**config.mk**
```make
export PLATFORM = sky130hd
export DESIGN_NAME = mmio_tag_sched
export DESIGN_NICKNAME = d
export VERILOG_FILES = /design/src/rtl/mmio_tag_sched.sv
export SDC_FILE = /design/constraint.sdc
export NUM_CORES = 1
export LEC_CHECK = 0
export ABC_AREA = 1
export BUFFER_PORTS_ARGS = -buffer_cell sky130_fd_sc_hd__buf_4
export CAP_MARGIN = 20
export CORE_AREA = 4 4 167 169
export CTS_CLUSTER_SIZE = 28
export DETAILED_ROUTE_END_ITERATION = 6
export DIE_AREA = 0 0 171 173
export SETUP_SLACK_MARGIN = 0.2
export SLEW_MARGIN = 20
export SYNTH_ARGS = -nofsm -noshare
export SYNTH_HDL_FRONTEND = slang
export SYNTH_SLANG_ARGS = --single-unit
```
**constraint.sdc**
```tcl
create_clock -name clk -period 4 [get_ports clk]
set_input_delay 0.4 -clock clk [delete_from_list [all_inputs] [get_ports clk]]
set_output_delay 0.4 -clock clk [all_outputs]
set_load 0.05 [all_outputs]
```
**src/rtl/mmio_tag_sched.sv**
```systemverilog
// Tag allocator and response sequencer for the MMIO completion tag tracker (tag-indexed RAM mode).
// Header info is an opaque vector; only the tag field at [TAG_LSB +: TAG_W] is rewritten.
`timescale 1ns/1ps
module mmio_tag_sched #(
  parameter int NUM_TAGS           = 32,
  parameter int MAX_OUTST          = 32,
  parameter int DATA_W             = 64,
  parameter int TAG_W              = 10,
  parameter int CPL_HDR_INFO_WIDTH = 64,
  parameter int TAG_LSB            = 0
) (
  input  logic                          clk,
  input  logic                          rst_n,
  input  logic                          req_valid,
  output logic                          req_ready,
  input  logic [CPL_HDR_INFO_WIDTH-1:0] req_info,
  output logic [TAG_W-1:0]              req_tag,
  output logic                          o_ctt_we,
  output logic [CPL_HDR_INFO_WIDTH-1:0] o_ctt_din,
  output logic                          o_ctt_re,
  output logic [TAG_W-1:0]              o_ctt_raddr,
  input  logic                          i_ctt_dout_valid,
  input  logic [CPL_HDR_INFO_WIDTH-1:0] i_ctt_dout,
  input  logic                          rsp_valid,
  output logic                          rsp_ready,
  input  logic [TAG_W-1:0]              rsp_tag,
  input  logic [DATA_W-1:0]             rsp_data,
  output logic                          cpl_valid,
  input  logic                          cpl_ready,
  output logic [CPL_HDR_INFO_WIDTH-1:0] cpl_hdr,
  output logic [DATA_W-1:0]             cpl_data,
  output logic [TAG_W:0]                outst_cnt,
  output logic                          err_unexp_tag
);

  localparam int IDX_W = (NUM_TAGS > 1) ? $clog2(NUM_TAGS) : 1;
  localparam int CNT_W = TAG_W + 1;

  typedef enum logic [1:0] {S_IDLE, S_LOOKUP, S_WAIT, S_CPL} state_e;

  state_e                        state_q, state_d;
  logic [NUM_TAGS-1:0]           busy_q, busy_d;
  logic [CNT_W-1:0]              cnt_q, cnt_d;
  logic [TAG_W-1:0]              tag_q, tag_d;
  logic [DATA_W-1:0]             data_q, data_d;
  logic [CPL_HDR_INFO_WIDTH-1:0] hdr_q, hdr_d;
  logic                          err_q, err_d;

  logic             any_free;
  logic [IDX_W-1:0] free_idx;
  logic             req_hs, rsp_hs, cpl_hs, rsp_known;

  // Lowest free tag wins: scan downwards so the last hit is the lowest index.
  always_comb begin
    any_free = 1'b0;
    free_idx = '0;
    for (int i = NUM_TAGS - 1; i >= 0; i--) begin
      if (!busy_q[i]) begin
        any_free = 1'b1;
        free_idx = IDX_W'(i);
      end
    end
  end

  assign req_tag   = TAG_W'(free_idx);
  assign req_ready = rst_n && any_free && (cnt_q < CNT_W'(MAX_OUTST));
  assign req_hs    = req_valid && req_ready;
  assign o_ctt_we  = req_hs;

  always_comb begin
    o_ctt_din                    = req_info;
    o_ctt_din[TAG_LSB +: TAG_W]  = req_tag;
  end

  assign rsp_hs    = rsp_valid && rsp_ready;
  assign rsp_known = ({1'b0, rsp_tag} < CNT_W'(NUM_TAGS)) && busy_q[rsp_tag[IDX_W-1:0]];
  assign cpl_hs    = cpl_valid && cpl_ready;

  // State register
  always_ff @(posedge clk or negedge rst_n) begin
    if (!rst_n) state_q <= S_IDLE;
    else        state_q <= state_d;
  end

  // Next-state logic
  always_comb begin
    state_d = state_q;
    case (state_q)
      S_IDLE:   if (rsp_hs && rsp_known) state_d = S_LOOKUP;
      S_LOOKUP: state_d = S_WAIT;
      S_WAIT:   if (i_ctt_dout_valid) state_d = S_CPL;
      S_CPL:    if (cpl_ready) state_d = S_IDLE;
      default:  state_d = S_IDLE;
    endcase
  end

  // FSM outputs; rsp_ready is also held low while reset is asserted.
  always_comb begin
    rsp_ready = 1'b0;
    o_ctt_re  = 1'b0;
    cpl_valid = 1'b0;
    case (state_q)
      S_IDLE:   rsp_ready = rst_n;
      S_LOOKUP: o_ctt_re  = 1'b1;
      S_CPL:    cpl_valid = 1'b1;
      default:  ;
    endcase
  end

  // Datapath next-state: the alloc and free tags never collide, since alloc reads registered busy.
  always_comb begin
    tag_d  = tag_q;
    data_d = data_q;
    hdr_d  = hdr_q;
    err_d  = 1'b0;
    busy_d = busy_q;
    cnt_d  = cnt_q;
    if (rsp_hs) begin
      if (rsp_known) begin
        tag_d  = rsp_tag;
        data_d = rsp_data;
      end else begin
        err_d = 1'b1;
      end
    end
    if (state_q == S_WAIT && i_ctt_dout_valid) hdr_d = i_ctt_dout;
    if (cpl_hs) busy_d[tag_q[IDX_W-1:0]] = 1'b0;
    if (req_hs) busy_d[free_idx] = 1'b1;
    case ({req_hs, cpl_hs})
      2'b10:   cnt_d = cnt_q + 1'b1;
      2'b01:   cnt_d = cnt_q - 1'b1;
      default: cnt_d = cnt_q;
    endcase
  end

  always_ff @(posedge clk or negedge rst_n) begin
    if (!rst_n) begin
      busy_q <= '0;
      cnt_q  <= '0;
      tag_q  <= '0;
      data_q <= '0;
      hdr_q  <= '0;
      err_q  <= 1'b0;
    end else begin
      busy_q <= busy_d;
      cnt_q  <= cnt_d;
      tag_q  <= tag_d;
      data_q <= data_d;
      hdr_q  <= hdr_d;
      err_q  <= err_d;
    end
  end

  assign o_ctt_raddr   = tag_q;
  assign cpl_hdr       = hdr_q;
  assign cpl_data      = data_q;
  assign outst_cnt     = cnt_q;
  assign err_unexp_tag = err_q;

endmodule

```
==> qor.yml, run 1 <==
status: "complete, no violations"
grt_start_max_net_pins: 119
worst_path_most_repeated_cell: "nor2_1"
rows: 60
cts-htree-levels: 4
crit_path_top_delay_cell: "dfrtp_1"
rsz_0062_raised_after_global_routing: "true"
gr-usage-all-layers: 0.171
fill_cell_total_of_the_finished_layout: 2622
die_h_microns: 173
max-cap-violations: 0
drtPass1Iterations: 5
cp_top_family: "simple AND/OR/NAND/NOR gates"
gr-max-usage-layer: "met2"
async_reset_ff_frac: 1.00
portion_of_netlist_area_occupied_by_mux_cells: 0.0821
via_count_of_the_first_global_routing_pass: 7244
first_pass_grt_wire_length_mm: 40.2
wl_per_cell_microns: 16.7
dieArea_sq_um: 29600
post_route_cells_drive_above_1_share: 0.385
yosys-top-cells-area: "dfrtp_1, nand2_1, mux2_2"
gr-total-overflow: 0
synth_top_cells_by_count: "nand2_1, dfrtp_1, buf_4"
r2r_setup_slack_ns: 0.44
worst_skew_pair.late_latency_ns: 0.43
crit_arrival_ns: 3.87
fin_crit_sh: 0.891
path_class: "reg -> reg"
start_util: 0.330
worstRegToRegCells: 25
synth_sequential_area_ratio: 0.524
yosys.area.top_type_share: 0.524
power-per-cell-area_nw_per_um2: 720
path_depth: 25
clk_path_buf_depth: 2
clock-sinks: 184
post-dp-hpwl_mm: 18.8
detail_route.drc_violations: 0
register_area_sq_um: 4610
design_area_sq_um: 11800
worstPathRequired_ns: 4.31
grt_util_met3: 0.0473
synth_flop_cell: "dfrtp_1"
syn_area_sq_um: 8780
grt_use_met2: 0.294
area_growth_syn_to_layout_pct: 34.5
detail-route-antenna-nets: 0
clock_skew_ns: 0.0195
synth_compound_area_frac: 0.0648
drt_iter0_drc: 324
grt_util_met1: 0.214
postRouteWirelength_mm: 25.9
regToRegEndpoint: "outst_cnt[10]$_DFFE_PN0P_"
number_of_distinct_library_cell_variants_in_the_gate_level_netlist_after_synthesis: 40
timing.hold.worst.class: "in -> async"
xor_xnor_cell_area_share_of_the_yosys_netlist: 0.00299
tritoncts: "yes"
worstReg2RegStart: "busy_q[28]$_DFF_PN0_"
critical_path.startpoint_type: "flop"
final_nets: 1418
synth-seq-cells: 184
layout_min_cycle_time_ns: 3.56
num_vias: 7258
power.static_leakage_nw: 6.11
synth_top_cell_by_area: "dfrtp_1"
irDropWorstVdd_uv: 406
clkSlewWorstSetupHoldPaths_ns: 0.08
slew_headroom: 0.414
finalSetupViolations: 0
core_region_area_sq_um: 26600
final-hold-violation-count: 0
synth-edff-count: 0
main_combinational_cell_family_by_area_after_synthesis: "simple AND/OR/NAND/NOR gates"
viasPerCell: 4.69
clk_root_buffer_cell: "clkbuf_16"
antennaDiodeCount: 0
tritoncts.num_buffers: 17
io_buffers: 308
setup.worst_path.end_class: "flop"
maxClockFrequency_ghz: 0.281
postSynthCellCount: 936
yosysWarnings: 0
dpl_cell_area_sq_um: 11000
post_synth_fa_ha_maj_area_fraction: 0.0237
cell_with_the_most_instances_after_synthesis: "nand2_1"
post_synth_and_or_nand_nor_area_fraction: 0.205
die_width_microns: 171
slew_worst_pin_ns: 0.880
timing.critical_path.slowest_cell_delay_ns: 0.41
antenna_found_initial: 0
ios: 437
path_max_fanout: 5
worst-path-buf-inv: 4
multiInputGateArea_sq_um: 3460
place_congestion: 0.855
finalSetupTns_ns: 0
post_synth.cell_area_avg_sq_um: 9.38
slew_viol_final: 0
[sequential cells by signal, summed over array words and instances, names as in the netlist]
signal	count
cpl_data	64
cpl_hdr	64
busy_q	32
outst_cnt	11
o_ctt_raddr	10
state_q	2
err_unexp_tag	1
[report_power, final]
part	total, mW	switching, mW	internal, mW
clock	1.71	0.847	0.863
sequential	2.63	0.294	2.34
combinational	4.16	2.81	1.35
total	8.50	3.95	4.55
[metal layers]
metal | share of wire | wire [microns] | vias up
met5 | 0 | 0 | -
met4 | 0.0080 | 208 | 0
met3 | 0.071 | 1840 | 20
met2 | 0.52 | 13400 | 259
met1 | 0.40 | 10500 | 3484
li1 | - | - | 3495
[worst reg2reg max path, delay by kind of cell (launching register included)]
kind | cells | cell delay (ns)
simple gates | 14 | 1.46
compound gates | 4 | 0.63
fa+ha+maj | 2 | 0.41
flops | 1 | 0.41
buf+inv | 4 | 0.37
xor+xnor | 1 | 0.16
[cell usage in the layout (no fill, tap or decap), drive strengths merged, types with 2 or more instances in the layout]
cell type  synthesis  layout
and2               2       2
a31oi              4       4
clkinv             1       9
dfrtp            184     184
o21bai             2       2
a21oi              9       9
conb               1      10
nand2            296     296
xor2               2       2
nor3               5       5
o31ai              7       7
nand4             19      19
clkbuf            18      19
o221ai             8       8
nand3             45      45
nor2              50      50
nor4               3       3
ha                15      15
clkinvlp           0       2
mux2              64      64
inv               48      52
o21ai             64      64
buf               83     330
[layout make-up]
class / count / area share
clock buffer: 18 / 0.0372
clock inverter: 14 / 0.0147
inverter: 49 / 0.0159
multi-input combinational: 611 / 0.293
sequential: 184 / 0.390
tap: 341 / 0.0361
timing repair buffer: 331 / 0.213
[stage by stage]
stage / hold WS, ns / instances / power [mW] / utilization / setup slack (ns)
after global placement: 0.455 / 1503 / 6.68 / 0.414 / 0.256
after detailed placement: 0.460 / 1503 / 6.75 / 0.414 / 0.202
after floorplan: 0.104 / 945 / 5.58 / - / 0.237
after global routing: 0.0872 / 1548 / 8.91 / 0.444 / 0.117
final: 0.0446 / 1548 / 8.50 / 0.444 / 0.435
after CTS: 0.0804 / 1535 / 8.50 / 0.437 / 0.253
[cells by family after synthesis]
family                   count (synthesis)
flip-flops                             184
XOR/XNOR                                 3
adder cells (fa/ha/maj)                 16
buffers and inverters                  150
multiplexers                            64
AO/OA/AOI/OAI                           97
other                                    1
AND/OR/NAND/NOR                        421
[how the worst max path moves through the flow]
| stage | from | to | slack [ns] |
|---|---|---|---|
| after global placement | busy_q[18]$_DFF_PN0_ | outst_cnt[10]$_DFFE_PN0P_ | 0.26 |
| after CTS | busy_q[19]$_DFF_PN0_ | outst_cnt[10]$_DFFE_PN0P_ | 0.25 |
| after floorplan | outst_cnt[10]$_DFFE_PN0P_ | outst_cnt[10]$_DFFE_PN0P_ | 0.24 |
| final | busy_q[28]$_DFF_PN0_ | outst_cnt[10]$_DFFE_PN0P_ | 0.44 |
| after detailed placement | busy_q[19]$_DFF_PN0_ | outst_cnt[10]$_DFFE_PN0P_ | 0.20 |
| after global routing | busy_q[30]$_DFF_PN0_ | outst_cnt[10]$_DFFE_PN0P_ | 0.12 |
[timing repair]
item / in CTS / in global routing
pin swaps: 0 / 13
endpoints found under the setup margin: 1 / 4
hold buffers: 0 / 0
setup buffers: 0 / 13
resized for setup: 2 / 20
Power figures use the tool's default switching activity.
==> inputs of run 2 (changes only) <==
- GPL_TIMING_DRIVEN: unset -> 0
==> run 2 against run 1 <==
Total power grew 2.7%. Setup slack got worse by 0.016 ns. Final area increased by 8.6%. First-iteration DRC count grew 58%. Global-route usage rose by 1.1 points. Die area did not move. Register-to-register slack got worse by 0.02 ns. Via count increased by 8.3%. Wire length increased by 9.6%. Final cell count grew 9.5%. Critical path depth is the same. Sequential power about the same. Critical path type unchanged. Critical endpoint unchanged. Largest cell class unchanged. Largest power group unchanged.
==> qor.yml, run 2 (synthesis results as in run 1) <==
power-per-cell-area_nw_per_um2: 680
slew_worst_pin_ns: 0.822
rsz_0062_raised_after_global_routing: "true"
finalSetupViolations: 0
slew_headroom: 0.447
worst_slack_ns: 0.420
clock-sinks: 184
tritoncts.num_buffers: 17
drtPass1Iterations: 5
via_count_of_the_first_global_routing_pass: 7653
clock_skew_ns: 0.0226
r2r_setup_slack_ns: 0.42
path_max_fanout: 6
worst_skew_pair.late_latency_ns: 0.43
max-cap-violations: 0
detail-route-antenna-nets: 0
worstReg2RegStart: "busy_q[30]$_DFF_PN0_"
status: "complete, no violations"
gr-total-overflow: 0
finished_layout_cells: 1695
first_pass_grt_wire_length_mm: 42.8
post_route_cells_drive_above_1_share: 0.436
postRouteWirelength_mm: 28.4
clk_root_buffer_cell: "clkbuf_16"
crit_arrival_ns: 3.93
area_growth_syn_to_layout_pct: 46.1
io_buffers: 360
antennaDiodeCount: 0
power.static_leakage_nw: 6.76
dp_worst_setup_slack_ns: -0.476
gr-usage-all-layers: 0.182
clkSlewWorstSetupHoldPaths_ns: 0.08
fin_crit_sh: 0.895
layout.cells.most_common: "buf_4"
grt_start_max_net_pins: 95
worstPathRequired_ns: 4.35
tritoncts: "yes"
rows: 60
regToRegEndpoint: "outst_cnt[10]$_DFFE_PN0P_"
ios: 437
place_congestion: 0.938
post-dp-hpwl_mm: 21.4
start_util: 0.330
viasPerCell: 4.64
final_nets: 1565
core_region_area_sq_um: 26600
slew_viol_final: 0
wl_per_cell_microns: 16.8
utilization: 0.483
detail_route.drc_violations: 0
critical_path.startpoint_type: "flop"
drt_iter0_drc: 513
irDropWorstVdd_uv: 340
path_class: "reg -> reg"
worstRegToRegCells: 25
die_width_microns: 171
place.detailed.instances: 1647
dieArea_sq_um: 29600
num_vias: 7861
maxClockFrequency_ghz: 0.279
clk_path_buf_depth: 2
timing.hold.worst.class: "in -> async"
layout_min_cycle_time_ns: 3.58
setup.worst_path.end_class: "flop"
antenna_found_initial: 0
cts-htree-levels: 4
die_h_microns: 173
final-hold-violation-count: 0
most-common-layout-cells: "buf_4, nand2_1, dfrtp_1"
-- run 2: cell count changes in the layout (fill, tap and decap cells not counted), sizes merged --
cell / before / now
clkinv: 9 / 8
clkbuf: 19 / 37
inv: 52 / 53
buf: 330 / 458
dlygate4sd3: 0 / 1
-- run 2: layer usage --
layer  track usage  routed length (microns)
met4        0.0505                      514
met3        0.0526                     2400
met5             0                        0
met2         0.306                    14200
met1         0.228                    11300
-- run 2: worst max path at each step --
stage	end	cells past startpoint	from	slack, ns
after floorplan	outst_cnt[10]$_DFFE_PN0P_	21	outst_cnt[10]$_DFFE_PN0P_	0.24
after global placement	outst_cnt[10]$_DFFE_PN0P_	23	rst_n	-1.74
after detailed placement	outst_cnt[10]$_DFFE_PN0P_	23	rst_n	-0.48
after CTS	outst_cnt[10]$_DFFE_PN0P_	25	busy_q[20]$_DFF_PN0_	0.20
after global routing	outst_cnt[10]$_DFFE_PN0P_	25	busy_q[28]$_DFF_PN0_	0.07
final	outst_cnt[10]$_DFFE_PN0P_	25	busy_q[30]$_DFF_PN0_	0.42
-- run 2: power breakdown --
group | switching (mW) | total [mW] | internal (mW)
clock network | 0.861 | 1.73 | 0.867
logic | 2.93 | 4.35 | 1.43
registers | 0.309 | 2.65 | 2.34
-- run 2: final cells by class --
| type | count | area (sq um) |
|---|---|---|
| Buffer | 101 | 669 |
| Tap cell | 341 | 427 |
| Clock inverter | 14 | 174 |
| Sequential cell | 184 | 4610 |
| Timing Repair Buffer | 377 | 2890 |
| Multi-Input combinational cell | 611 | 3440 |
| Inverter | 49 | 188 |
| Clock buffer | 18 | 439 |
| Fill cell | 2562 | 13700 |
-- run 2: critical path, cell delays in order, from the launching register on --
cell	delay, ns
dfrtp_1	0.43
nand4_1	0.15
nor2_1	0.13
inv_1	0.07
nor2_2	0.16
nand3_2	0.11
nand3_2	0.10
clkinvlp_4	0.10
nand2_4	0.10
ha_4	0.22
ha_4	0.23
a21oi_1	0.17
o31ai_2	0.10
and2_1	0.17
o21a_1	0.18
nor2_1	0.08
nor2_1	0.06
nor2_1	0.08
nor2_1	0.05
nor2_1	0.12
nor2_1	0.08
nor2_1	0.10
o21bai_1	0.10
buf_4	0.14
a21oi_2	0.14
xor2_1	0.14
-- run 2: what timing repair did --
item | 4_1_cts | 5_1_grt
gates resized for setup | 4 | 20
setup buffers | 0 | 14
hold buffers | 0 | 2
pin swaps | 0 | 10
setup endpoints to repair | 2 | 5
endpoints found under the hold margin | 0 | 85
-- run 2: metrics by stage --
| stage | instance area, sq um | hold slack, ns | TNS (ns) | power [mW] |
|---|---|---|---|---|
| 2_1_floorplan | 8820 | 0.104 | 0 | 5.58 |
| 3_3_place_gp | 11900 | 0.457 | -20.87 | 6.92 |
| 3_5_place_dp | 12000 | 0.460 | -0.622 | 6.98 |
| 4_1_cts | 12600 | 0.0126 | 0 | 8.73 |
| 5_1_grt | 12800 | 0.0188 | 0 | 9.15 |
| 6_report | 12800 | 0.00219 | 0 | 8.73 |
